==> src/rtl/board_io_conditioner.sv <==
// Board-level conditioning: lock-qualified core reset, debounced inputs
// with edge pulses, shared timebase tick and blinking status LEDs.
module board_io_conditioner #(
  parameter int N_IN        = 2,
  parameter int N_LED       = 1,
  parameter int DEB_CYCLES  = 50000,
  parameter int TICK_DIV    = 5000,
  parameter int LOCK_HOLD   = 1024,
  parameter int BLINK_TICKS = 250
) (
  input  logic               clk,
  input  logic               rst,
  input  logic               locked,
  input  logic [N_IN-1:0]    raw_in,
  input  logic [2*N_LED-1:0] led_mode,
  output logic               rst_out,
  output logic               tick,
  output logic [N_IN-1:0]    in_level,
  output logic [N_IN-1:0]    in_rise,
  output logic [N_IN-1:0]    in_fall,
  output logic [N_LED-1:0]   led_out
);

  localparam int FQ = BLINK_TICKS / 4;
  localparam int HW = $clog2(LOCK_HOLD + 1);
  localparam int TW = $clog2(TICK_DIV);
  localparam int DW = $clog2(DEB_CYCLES);
  localparam int SW = $clog2(BLINK_TICKS);
  localparam int FW = (FQ > 1) ? $clog2(FQ) : 1;

  logic          lk_m;
  logic          lk_s;
  logic [HW-1:0] hcnt;
  logic          hold;

  // A falling lk_s already blocks this edge, so reset beats a
  // debounce completing in the same cycle.
  assign hold = rst_out | ~lk_s;

  always_ff @(posedge clk or posedge rst) begin
    if (rst) begin
      lk_m    <= 1'b0;
      lk_s    <= 1'b0;
      hcnt    <= '0;
      rst_out <= 1'b1;
    end else begin
      lk_m <= locked;
      lk_s <= lk_m;
      if (!lk_s) begin
        hcnt    <= '0;
        rst_out <= 1'b1;
      end else begin
        if (hcnt != HW'(LOCK_HOLD))
          hcnt <= hcnt + 1'b1;
        rst_out <= (hcnt < HW'(LOCK_HOLD - 1));
      end
    end
  end

  logic [TW-1:0] tcnt;
  logic          twrap;

  assign twrap = (tcnt == TW'(TICK_DIV - 1));

  always_ff @(posedge clk or posedge rst) begin
    if (rst) begin
      tcnt <= '0;
      tick <= 1'b0;
    end else if (hold) begin
      tcnt <= '0;
      tick <= 1'b0;
    end else begin
      tick <= twrap;
      tcnt <= twrap ? '0 : tcnt + 1'b1;
    end
  end

  for (genvar i = 0; i < N_IN; i++) begin : g_deb
    logic          m;
    logic          s;
    logic          lvl;
    logic          rs;
    logic          fl;
    logic [DW-1:0] cnt;

    always_ff @(posedge clk or posedge rst) begin
      if (rst) begin
        m   <= 1'b0;
        s   <= 1'b0;
        lvl <= 1'b0;
        rs  <= 1'b0;
        fl  <= 1'b0;
        cnt <= '0;
      end else if (hold) begin
        m   <= 1'b0;
        s   <= 1'b0;
        lvl <= 1'b0;
        rs  <= 1'b0;
        fl  <= 1'b0;
        cnt <= '0;
      end else begin
        m  <= raw_in[i];
        s  <= m;
        rs <= 1'b0;
        fl <= 1'b0;
        if (s == lvl) begin
          cnt <= '0;
        end else if (cnt == DW'(DEB_CYCLES - 1)) begin
          lvl <= s;
          cnt <= '0;
          rs  <= s;
          fl  <= ~s;
        end else begin
          cnt <= cnt + 1'b1;
        end
      end
    end

    assign in_level[i] = lvl;
    assign in_rise[i]  = rs;
    assign in_fall[i]  = fl;
  end

  logic [SW-1:0] scnt;
  logic [FW-1:0] fcnt;
  logic          slow;
  logic          fast;

  always_ff @(posedge clk or posedge rst) begin
    if (rst) begin
      scnt <= '0;
      fcnt <= '0;
      slow <= 1'b0;
      fast <= 1'b0;
    end else if (hold) begin
      scnt <= '0;
      fcnt <= '0;
      slow <= 1'b0;
      fast <= 1'b0;
    end else if (tick) begin
      if (scnt == SW'(BLINK_TICKS - 1)) begin
        scnt <= '0;
        slow <= ~slow;
      end else begin
        scnt <= scnt + 1'b1;
      end
      if (fcnt == FW'(FQ - 1)) begin
        fcnt <= '0;
        fast <= ~fast;
      end else begin
        fcnt <= fcnt + 1'b1;
      end
    end
  end

  always_ff @(posedge clk or posedge rst) begin
    if (rst) begin
      led_out <= '1;
    end else if (hold) begin
      led_out <= '1;
    end else begin
      for (int i = 0; i < N_LED; i++) begin
        unique case (led_mode[2*i +: 2])
          2'b00:   led_out[i] <= 1'b0;
          2'b01:   led_out[i] <= 1'b1;
          2'b10:   led_out[i] <= slow;
          default: led_out[i] <= fast;
        endcase
      end
    end
  end

endmodule

==> config.mk <==
export PLATFORM = sky130hd
export DESIGN_NAME = board_io_conditioner
export DESIGN_NICKNAME = d
export VERILOG_FILES = /design/src/rtl/board_io_conditioner.sv
export SDC_FILE = /design/constraint.sdc
export NUM_CORES = 1
export LEC_CHECK = 0
export CAP_MARGIN = 30
export CORE_UTILIZATION = 55
export DETAILED_ROUTE_END_ITERATION = 7
export HOLD_SLACK_MARGIN = 0.12
export PLACE_DENSITY = 0.8
export SLEW_MARGIN = 10
export SYNTH_ARGS = -nofsm -noshare
export SYNTH_HDL_FRONTEND = slang
export SYNTH_SLANG_ARGS = --single-unit
==> constraint.sdc <==
create_clock -name clk -period 2.7 [get_ports clk]
set_clock_uncertainty 0.05 [all_clocks]
set_input_delay 0.54 -clock clk [delete_from_list [all_inputs] [get_ports clk]]
set_output_delay 0.54 -clock clk [all_outputs]
set_load 0.03 [all_outputs]
==> results.txt, run 1 <==
Outcome: complete, no violations
Critical path buffer and inverter count: 1
Via-to-Cell Ratio: 5.52
RSZ-0062 raised after global routing: no
Worst skew pair latency: 0.35 ns
CP max stage cell: clkdlybuf4s50_1
Core box area: 0.00729 mm²
Routed Wire Length: 7590 µm
Post-DRT Antenna Nets: 0
Iter 0 DRT Violations: 176
Storage cell area: 0.00218 mm²
CTS resizes: 0
Cells after Synth: 415
Die width: 89.1 µm
Worst Hold Path EP: lk_s$_DFF_PP0_
Seq/Total Area, Yosys: 52.2%
# nets final: 448
Slowest Stage Delay on Critical Path: 0.68 ns
RR Endpoint: g_deb[0].cnt[13]$_DFF_PP0_
Worst hold slack: 0.305 ns
Clock Path Buffers: 2
Final setup viols: 0
Filler Cell Count: 621
I/O Buffers: 15
Post-CTS Hold Buffers: 0
Core Rows: 31
Most area-consuming cells after synthesis: dfrtp_1, xnor2_1, nor2_1
PD cells: 508 mW/mm²
DRC viols: 0
Syn Area/Cell: 10.1 µm²
PnR worst setup slack: 0.485 ns
Metal3 WL: 197 µm
Initial antenna violation count: 0
Reg clk slew, reported paths: 0.09 ns
R2R depth: 5
DR WL/cell: 14.2 µm
Vias in the first global route: 2,953
# diodes: 0
Slew @ Worst Pin: 0.654 ns
# Post-CTS Setup Buffers: 0
Synth area leader: dfrtp_1
Global route overflow: 0
Starting Density: 57.3%
Root Driver: clkbuf_8
Hold WC Path Type: flip-flop to flip-flop
Final hold violations: 0
First-pass GRT wire length: 13,400 µm
Crit-path cells: clkdlybuf4s50_1
Hold path depth: 0
I/O pin count: 16
Worst R2R Start: g_deb[0].cnt[0]$_DFF_PP0_
Crit path time final: 2.22 ns
Reg2reg setup slack: 0.77 ns
Multi-input combinational cell area: 0.00187 mm²
Slew Viols, Final: 0
Layout cells sized above 1: 6.41%
Maximum clock frequency: 451 MHz
Crit path arrival time: 1.63 ns
Vias: 2,958
Pre-Repair DR Iteration Count: 4
H-tree level count: 3
Final Wtd Congestion: 0.810
Post-layout util: 63.9%
Largest net degree at the start of global routing: 29
Crit Path Max Fanout: 6
GRT Resource Usage Total: 22.3%
Synth warn: 0
Num CTS Buffers: 9
Full die area: 0.00795 mm²
CP Capture Type: output pin
Top sig layer: met4
CP startpoint kind: flip-flop
Worst path required time: 2.11 ns
Crit Path Class: flip-flop to output pin
DP HPWL: 5190 µm
Cell area after synthesis: 0.00418 mm²
Lkg Pwr: 1.86 nW
Max-Cap Viols: 0
Period utilization: 82.0%
WL met2: 3600 µm
Relative max-transition margin: 56.3%
CTS sink cnt: 87
Synthesized net count: 431
Top cell type's share of synthesized area: 50.9%
Crit path max-delay family: buffers and inverters
Yosys cell types: 42
Syn-to-layout area delta: 11.6%
Pre-CTS setup slack: 0.795 ns
CTS tree: built
Final setup TNS: 0 ns
Seq cells post-synth: 87
Peak supply drop: 0.000385 V
Met1 WL: 3690 µm
Die Ht: 89.1 µm
Hold path start: lk_m$_DFF_PP0_
## cells by family after synthesis
| logic type | after synthesis | synth area share (%) |
|---|---|---|
| DFF | 87 | 52.2 |
| and+or+nand+nor | 209 | 26.2 |
| buffers and inverters | 28 | 3.12 |
| xor gates and xnor gates | 55 | 11.5 |
| AOI/OAI and AO/OA | 24 | 3.56 |
| muxes | 3 | 0.719 |
| adders and majority gates | 9 | 2.70 |
## synth_stat cells, drive strengths merged
cell type,instances
nand2b,2
or4,3
xnor2,35
and2,11
or4b,1
dfrtp,85
a21boi,2
nor2,66
o22ai,2
nand3,27
nor4b,3
a21o,2
and4bb,1
xor2,20
or3,2
nor3b,3
and3b,1
nand2,28
nor4,10
o31ai,3
a41oi,1
nor4bb,5
nor3,11
and4,5
nand4,16
buf,8
o21ai,7
dfstp,2
and3,7
a31oi,1
o22a,1
ha,9
inv,14
or3b,1
a21oi,5
clkbuf,6
nor2b,3
mux2i,3
or2,1
nand3b,2
## cell usage in the layout, fill, tap and decap left out, types with 3 or more instances in the layout
master           count
nand4_1             16
nor4_1              10
xor2_1              20
nor2b_1              3
nor4b_1              3
xnor2_1             35
o31ai_1              3
dfrtp_1             85
buf_4                3
inv_1               13
and3_1               7
nor2_1              66
and2_1              11
nor3_1              11
nor4bb_1             5
nor3b_1              3
and4_1               5
ha_1                 9
mux2i_1              3
clkdlybuf4s50_1     15
o21ai_0              7
a21oi_1              5
nand3_1             26
clkbuf_8            10
or4_1                3
nand2_1             28
## report_power, final
| part | internal (W) | switching [W] | leakage, nW |
|---|---|---|---|
| Sequential | 0.00131 | 0.00000727 | 1.20 |
| Clock | 0.000547 | 0.000453 | 0.110 |
| Combinational | 0.0000227 | 0.0000335 | 0.546 |
## layer usage
layer	vias up	track usage, %
met2	53	35.7
met5	-	0
li1	1456	-
met1	1439	30.1
met3	10	3.60
met4	0	9.96
## cell type report
class                   instances  area share (%)
repair buffers                 20            4.56
clock buffers                  11            3.03
well taps                      99            2.66
multi-input cells             300            40.0
flip-flops and latches         87            46.8
clock inverters                 5            1.74
inverters                      14            1.21
## sequential cells by signal (all words and copies together), names as in the netlist
register,cells
g_deb.fl,2
slow,1
led_out,1
tcnt,13
rst_out,1
scnt,8
tick,1
g_deb.s,2
g_deb.m,2
fast,1
lk_s,1
g_deb.rs,2
hcnt,11
fcnt,6
g_deb.cnt,32
g_deb.lvl,2
lk_m,1
## worst max-delay path by stage
stage	cells past startpoint	slack (ns)	to	start
3_3_place_gp	4	0.82	g_deb[0].cnt[12]$_DFF_PP0_	g_deb[0].cnt[10]$_DFF_PP0_
4_1_cts	1	0.47	rst_out	rst_out$_DFF_PP1_
5_1_grt	1	0.44	rst_out	rst_out$_DFF_PP1_
3_5_place_dp	5	0.79	g_deb[0].cnt[15]$_DFF_PP0_	g_deb[0].cnt[0]$_DFF_PP0_
2_1_floorplan	5	1.07	fcnt[4]$_DFFE_PP0P_	tick$_DFF_PP0_
6_report	1	0.48	rst_out	rst_out$_DFF_PP1_
## metrics by stage
step                cell area, µm²  instances  total power, W
detailed placement            4440        520         0.00140
CTS                           4660        536         0.00239
global placement              4440        520         0.00140
finish                        4660        536         0.00237
floorplan                     4180        415         0.00137
global route                  4660        536         0.00246
(Power assumes the default switching activity.)
==> run 2: changes to the inputs <==
--- a/config.mk
+++ b/config.mk
@@ -6,10 +6,10 @@
 export NUM_CORES = 1
 export LEC_CHECK = 0
 export CAP_MARGIN = 30
-export CORE_UTILIZATION = 55
+export CORE_UTILIZATION = 60
 export DETAILED_ROUTE_END_ITERATION = 7
 export HOLD_SLACK_MARGIN = 0.12
-export PLACE_DENSITY = 0.8
+export PLACE_DENSITY = 0.83
 export SLEW_MARGIN = 10
 export SYNTH_ARGS = -nofsm -noshare
 export SYNTH_HDL_FRONTEND = slang
==> constraint.sdc (replaced) <==
create_clock -name clk -period 2.2 [get_ports clk]
set_clock_uncertainty 0.05 [all_clocks]
set_input_delay 0.44 -clock clk [delete_from_list [all_inputs] [get_ports clk]]
set_output_delay 0.44 -clock clk [all_outputs]
set_load 0.03 [all_outputs]
==> run 2 against run 1 <==
Against the previous run:
- setup slack got worse by 0.38 ns
- final cell count is 3.4% lower
- clock power increased by 10%
- critical path type unchanged
- largest cell class unchanged
- largest power group unchanged
- highest routed layer unchanged
==> results.txt, run 2 (same netlist as run 1, synthesis figures left out) <==
Top reg by flops: g_deb.cnt
Core Rows: 30
Core box area: 0.00676 mm²
GR peak layer: met2
Layout cells sized above 1: 6.39%
Critical path buffer and inverter count: 1
Initial antenna violation count: 0
RSZ-0062 raised after global routing: no
Crit path arrival time: 1.60 ns
Clock Path Buffers: 2
Worst path required time: 1.71 ns
Post-DRT Antenna Nets: 0
RR Endpoint: g_deb[1].cnt[15]$_DFF_PP0_
Die Ht: 85.4 µm
Routed Wire Length: 7430 µm
R2R depth: 4
Max-Cap Viols: 0
Int Power: 0.00219 W
Outcome: complete, no violations
Comb power frac: 2.3%
Final hold violations: 0
DRC viols: 0
DR WL/cell: 14.3 µm
CTS resizes: 0
Final Wtd Congestion: 0.847
GR Util met2: 34.5%
PD cells: 602 mW/mm²
Largest net degree at the start of global routing: 82
Pre-Repair DR Iteration Count: 4
First-pass GRT wire length: 13,100 µm
Part of the power in registers: 58.0%
Full die area: 0.00730 mm²
Lkg Pwr: 1.85 nW
CTS tree: built
Filler Cell Count: 513
Crit-path cells: clkdlybuf4s50_1
CTS sink cnt: 87
Relative max-transition margin: 70.8%
Storage cell area: 0.00218 mm²
Die width: 85.4 µm
Slew @ Worst Pin: 0.438 ns
I/O pin count: 16
Sw Pwr: 0.000588 W
Period utilization: 95.1%
Clock share of power: 39.7%
M3 GR Usage: 4.09%
Worst hold slack: 0.291 ns
# diodes: 0
# nets final: 449
Critical path depth: 1
Final setup TNS: 0 ns
Via-to-Cell Ratio: 5.83
Syn-to-layout area delta: 10.4%
Crit Path Max Fanout: 6
Slew Viols, Final: 0
CP Capture Type: output pin
CP max stage cell: clkdlybuf4s50_1
Most common cell after layout, fill and taps aside: dfrtp_1
Crit path max-delay family: buffers and inverters
CP startpoint kind: flip-flop
Starting Density: 61.8%
Reg clk slew, reported paths: 0.08 ns
Worst R2R Start: g_deb[1].cnt[6]$_DFF_PP0_
Largest registers: g_deb.cnt (32), tcnt (13), hcnt (11)
Num CTS Buffers: 9
Met1 Use GR: 32.6%
Reg2reg setup slack: 0.41 ns
Switch share: 21.2%
CP startpoint: rst_out$_DFF_PP1_
Multi-input combinational cell area: 0.00187 mm²
H-tree level count: 3
Iter 0 DRT Violations: 218
Final setup viols: 0
DP HPWL: 4980 µm
Root Driver: clkbuf_8
Worst skew pair latency: 0.35 ns
Vias in the first global route: 2,847
Slowest Stage Delay on Critical Path: 0.68 ns
Hold WC Path Type: input pin to asynchronous set/reset pin
Maximum clock frequency: 478 MHz
Post-CTS Hold Buffers: 0
# Post-CTS Setup Buffers: 0
Vias: 3,022
Peak supply drop: 0.000380 V
Crit Path Class: flip-flop to output pin
Crit path to: rst_out
Crit path time final: 2.09 ns
Max reg flops: 32
GRT Resource Usage Total: 22.9%
Most frequent cells in the layout: dfrtp_1, nor2_1, xnor2_1
Global route overflow: 0
I/O Buffers: 15
run 2: cell types whose count changed in the layout (fill, tap and decap cells not counted), sizes merged:
cell,change
buf,+1
bufinv,-1
clkbuf,+1
run 2: per-stage QoR:
stage,power [W],cell area [µm²],setup slack (ns),util [%],cells
2_1_floorplan,0.00168,4180,0.571,-,415
3_3_place_gp,0.00171,4410,0.501,65.3,502
3_5_place_dp,0.00171,4410,0.457,65.3,502
4_1_cts,0.00282,4610,0.0879,68.2,518
5_1_grt,0.00289,4610,0.0457,68.2,518
6_report,0.00278,4610,0.107,68.2,518
run 2: worst min-delay path by stage:
| stage | slack, ns | cells after the start | to | startpoint |
|---|---|---|---|---|
| after floorplan | 0.28 | 0 | lk_s$_DFF_PP0_ | lk_m$_DFF_PP0_ |
| after global placement | 0.29 | 0 | lk_s$_DFF_PP0_ | lk_m$_DFF_PP0_ |
| after detailed placement | 0.30 | 0 | lk_s$_DFF_PP0_ | lk_m$_DFF_PP0_ |
| after CTS | 0.28 | 2 | g_deb[0].cnt[6]$_DFF_PP0_ | rst |
| after global routing | 0.31 | 2 | g_deb[0].cnt[6]$_DFF_PP0_ | rst |
| final | 0.29 | 2 | g_deb[0].cnt[5]$_DFF_PP0_ | rst |
run 2: power by group through the flow:
stage,Sequential [W],Clock (W),Combinational [W]
after detailed placement,0.00164,0,0.0000681
after floorplan,0.00164,0,0.0000396
final,0.00161,0.00110,0.0000651
after CTS,0.00161,0.00114,0.0000682
after global placement,0.00164,0,0.0000672
after global routing,0.00161,0.00120,0.0000769
run 2: final cells by class:
class                   count  share of cell area, %
clock buffers              12                   3.15
inverters                  14                   1.22
flip-flops and latches     87                   47.3
clock inverters             4                   1.19
multi-input cells         300                   40.5
repair buffers             21                   4.50
well taps                  80                   2.17
run 2: per-layer routing:
metal | up-vias | share of wire (%)
met2 | 65 | 47
met4 | 0 | 2.1
met1 | 1479 | 47
met3 | 17 | 3.4
met5 | - | 0
li1 | 1461 | -
